===== src/rtl/mux_pkg.sv =====
// Shared multiplexer types: data width, selector width and the requester data bus.
package mux_pkg;
  localparam int W_DW  = 6;
  localparam int N_SEL = 2;

  typedef logic [W_DW-1:0]              dtwidth_t;
  typedef logic [N_SEL-1:0]             selectr_t;
  typedef dtwidth_t [2**N_SEL-1:0]      in_bus_t;
endpackage


===== src/rtl/mux_arb_pkg.sv =====
// Arbiter-level types layered on top of the shared multiplexer package.
package mux_arb_pkg;
  import mux_pkg::*;

  localparam int N_REQ       = 2**N_SEL;
  localparam int TIMEOUT_DEF = 16;

  typedef logic [N_REQ-1:0] req_vec_t;
  typedef enum logic {IDLE = 1'b0, GRANT = 1'b1} arb_state_e;
endpackage


===== src/rtl/rr_pick.sv =====
// Round-robin pick: rotate requests past the pointer, find the first set bit, rotate back.
module rr_pick
  import mux_pkg::*;
  import mux_arb_pkg::*;
(
  input  req_vec_t req,
  input  selectr_t ptr,
  output selectr_t winner,
  output logic     any
);

  req_vec_t         rot;
  selectr_t         first;
  logic [N_SEL:0]   shift;

  always_comb begin
    shift = {1'b0, ptr} + (N_SEL+1)'(1);
    // rot[j] holds req[(ptr+1+j) mod N_REQ]
    rot   = req_vec_t'({req, req} >> shift);
    first = '0;
    for (int i = N_REQ-1; i >= 0; i--) begin
      if (rot[i]) first = selectr_t'(i);
    end
    winner = first + ptr + selectr_t'(1);
  end

  assign any = |req;

endmodule


===== config.mk =====
export PLATFORM = sky130hd
export DESIGN_NAME = rr_pick
export DESIGN_NICKNAME = d
export VERILOG_FILES = /design/src/rtl/mux_pkg.sv /design/src/rtl/mux_arb_pkg.sv /design/src/rtl/rr_pick.sv
export SDC_FILE = /design/constraint.sdc
export NUM_CORES = 1
export LEC_CHECK = 0
export CORE_AREA = 2 2 39 41
export DETAILED_ROUTE_END_ITERATION = 12
export DIE_AREA = 0 0 41 43
export GPL_TIMING_DRIVEN = 0
export PLACE_DENSITY_LB_ADDON = 0.12
export SETUP_SLACK_MARGIN = 0.1
export SYNTH_ARGS = -nofsm -noshare
export SYNTH_HDL_FRONTEND = slang
export SYNTH_SLANG_ARGS = --single-unit
export TNS_END_PERCENT = 50

===== constraint.sdc =====
create_clock -name vclk -period 1.3
set_input_delay 0.195 -clock vclk [all_inputs]
set_output_delay 0.195 -clock vclk [all_outputs]
set_load 0.01 [all_outputs]

==> impl_metrics.env <==
export IMPL_crit_type="input port to primary output"
export IMPL_worstMarginPinSlew_ns=0.187
export IMPL_fmax_mhz=633
export IMPL_synth_largest_area_cell="mux2_4"
export IMPL_crit_path_end_kind="primary output"
export IMPL_core_area_um2=1380
export IMPL_vdd_drop_max_mv=0.0760
export IMPL_nets=49
export IMPL_ys_seq_area_frac=0
export IMPL_holdCritPathClass="input port to primary output"
export IMPL_netlist_instances=29
export IMPL_place_congestion=0.694
export IMPL_grt_pass1_wl_um=821
export IMPL_cap_viol_max_count=0
export IMPL_wire_per_inst_um=9.54
export IMPL_final_util=0.233
export IMPL_synth_top_area_frac=0.0805
export IMPL_min_period_ns=1.58
export IMPL_post_route_period_util=1.21
export IMPL_via_per_inst=4.16
export IMPL_drcViolationCount=0
export IMPL_start_util=0.135
export IMPL_fin_total_pwr_mw=0.114
export IMPL_hold_start="ptr[1]"
export IMPL_port_buffers=8
export IMPL_clock_buffers=0
export IMPL_grt_max_degree=10
export IMPL_power_density_nw_per_um2=352
export IMPL_violations="setup timing"
export IMPL_grt_setup_unrepaired="yes"
export IMPL_slew_headroom=0.874
export IMPL_seqCellArea_um2=0
export IMPL_hold_violations=0
export IMPL_synth_most_common_cell="nor2_1"
export IMPL_finalWorstSetupSlack_ns=-0.279
export IMPL_vias=233
export IMPL_die_y_um=43
export IMPL_detail_route_antenna_nets=0
export IMPL_avgSynthCellArea_um2=6.43
export IMPL_fill_cells=159
export IMPL_hold_end="winner[1]"
export IMPL_grt_pass1_vias=209
export IMPL_first_pass_iters=2
export IMPL_diodes=0
export IMPL_leakage_nw=0.135
export IMPL_die_area_um2=1760
export IMPL_yosysUniqueCellTypes=18
export IMPL_syn_to_final_growth_pct=73.2
export IMPL_ioPinCount=9
export IMPL_wl_um=534
export IMPL_final_layout_size_suffix_gt1_frac=0.475
export IMPL_overflow=0
export IMPL_startpoint_type="input port"
export IMPL_seq_cells=0
export IMPL_drt_iter0_drc=4
export IMPL_synth_area_um2=186
export IMPL_outcome="finished, violations left"
export IMPL_hold_depth=4
export IMPL_path_max_fanout=5
export IMPL_dp_hpwl_um=397
export IMPL_synthTopCellsByCount="nor2_1, inv_1, nand2_1"
export IMPL_die_w_um=41
export IMPL_grt_antenna_before_repair=0
export IMPL_yosysWarnings=0
export IMPL_synth_top_cells_by_area="mux2_4, nor2_1, nor3b_1"
export IMPL_grt_usage=0.0629
export IMPL_synth_net_count=36
export IMPL_arrival_ns=1.38
export IMPL_final_max_slew_viol_count=0
export IMPL_setup_viol=2
export IMPL_worstPathRequired_ns=1.11
export IMPL_holdWs_ns=0.867
export IMPL_num_rows=14
==> cells by family (layout without fill, tap and decap cells) <==
family / Yosys count / in the layout / synth area share
simple gates: 13 / 13 / 0.356
fa+ha+maj: 1 / 1 / 0.0671
compound gates: 8 / 8 / 0.282
xor+xnor: 2 / 2 / 0.0940
buf+inv: 4 / 15 / 0.121
mux: 1 / 1 / 0.0805
==> per-layer routing <==
metal / GRT usage / vias to the layer above / share of wire
li1: - / 124 / -
met1: 0.0949 / 105 / 0.42
met2: 0.103 / 4 / 0.54
met3: 0 / 0 / 0.037
met4: 0 / 0 / 0
met5: 0 / - / 0
==> metrics by stage <==
| step | instances | instance area (um2) | TNS [ns] | setup WS, ns |
|---|---|---|---|---|
| 2_1_floorplan | 29 | 199 | -0.142 | -0.142 |
| 3_3_place_gp | 53 | 299 | -2.67 | -1.22 |
| 3_5_place_dp | 53 | 299 | -2.73 | -1.25 |
| 4_1_cts | 56 | 303 | -0.523 | -0.353 |
| 5_1_grt | 56 | 323 | -0.620 | -0.395 |
| 6_report | 56 | 323 | -0.437 | -0.279 |
==> report_power, final <==
part | internal, mW | switching (mW) | total [mW] | leakage (nW)
clock | 0 | 0 | 0 | 0
sequential | 0 | 0 | 0 | 0
combinational | 0.0593 | 0.0543 | 0.114 | 0.135
==> worst max-delay path, stage by stage <==
cell and delay [ns]:
buf_8 0.10, nor3b_4 0.14, a311oi_2 0.18, a21oi_1 0.06, nor2_1 0.11, ha_2 0.20
xor2_2 0.14, xnor2_1 0.12, buf_2 0.14
==> cell usage in the layout, fill, tap and decap left out, types with 2 or more instances in the layout <==
cell / n
buf_2: 5
a21oi_1: 2
nand2_1: 3
o22ai_1: 2
nor2_1: 3
buf_4: 4
inv_1: 3
==> final cells by class <==
type,count,area (um2),area share
multi-input cells,25,201,0.624
repair buffers,11,78.8,0.244
well taps,16,20.0,0.0620
plain buffers,1,11.3,0.0349
inverters,3,11.3,0.0349
==> how the worst max path moves through the flow <==
stage | start | endpoint | slack, ns | cells past startpoint
after global routing | req[0] | winner[1] | -0.39 | 9
after detailed placement | req[1] | winner[1] | -1.25 | 9
after floorplan | ptr[0] | winner[1] | -0.14 | 8
after global placement | req[1] | winner[1] | -1.22 | 9
after CTS | req[2] | winner[1] | -0.35 | 9
final | req[2] | winner[1] | -0.28 | 9
==> what timing repair did <==
| action | 4_1_cts | 5_1_grt |
|---|---|---|
| hold endpoints to repair | 0 | 0 |
| hold buffers | 0 | 0 |
| pin swaps | 7 | 3 |
| endpoints found under the setup margin | 3 | 2 |
| resized for setup | 36 | 3 |
| buffers inserted | 3 | 0 |
(Power assumes the default switching activity.)
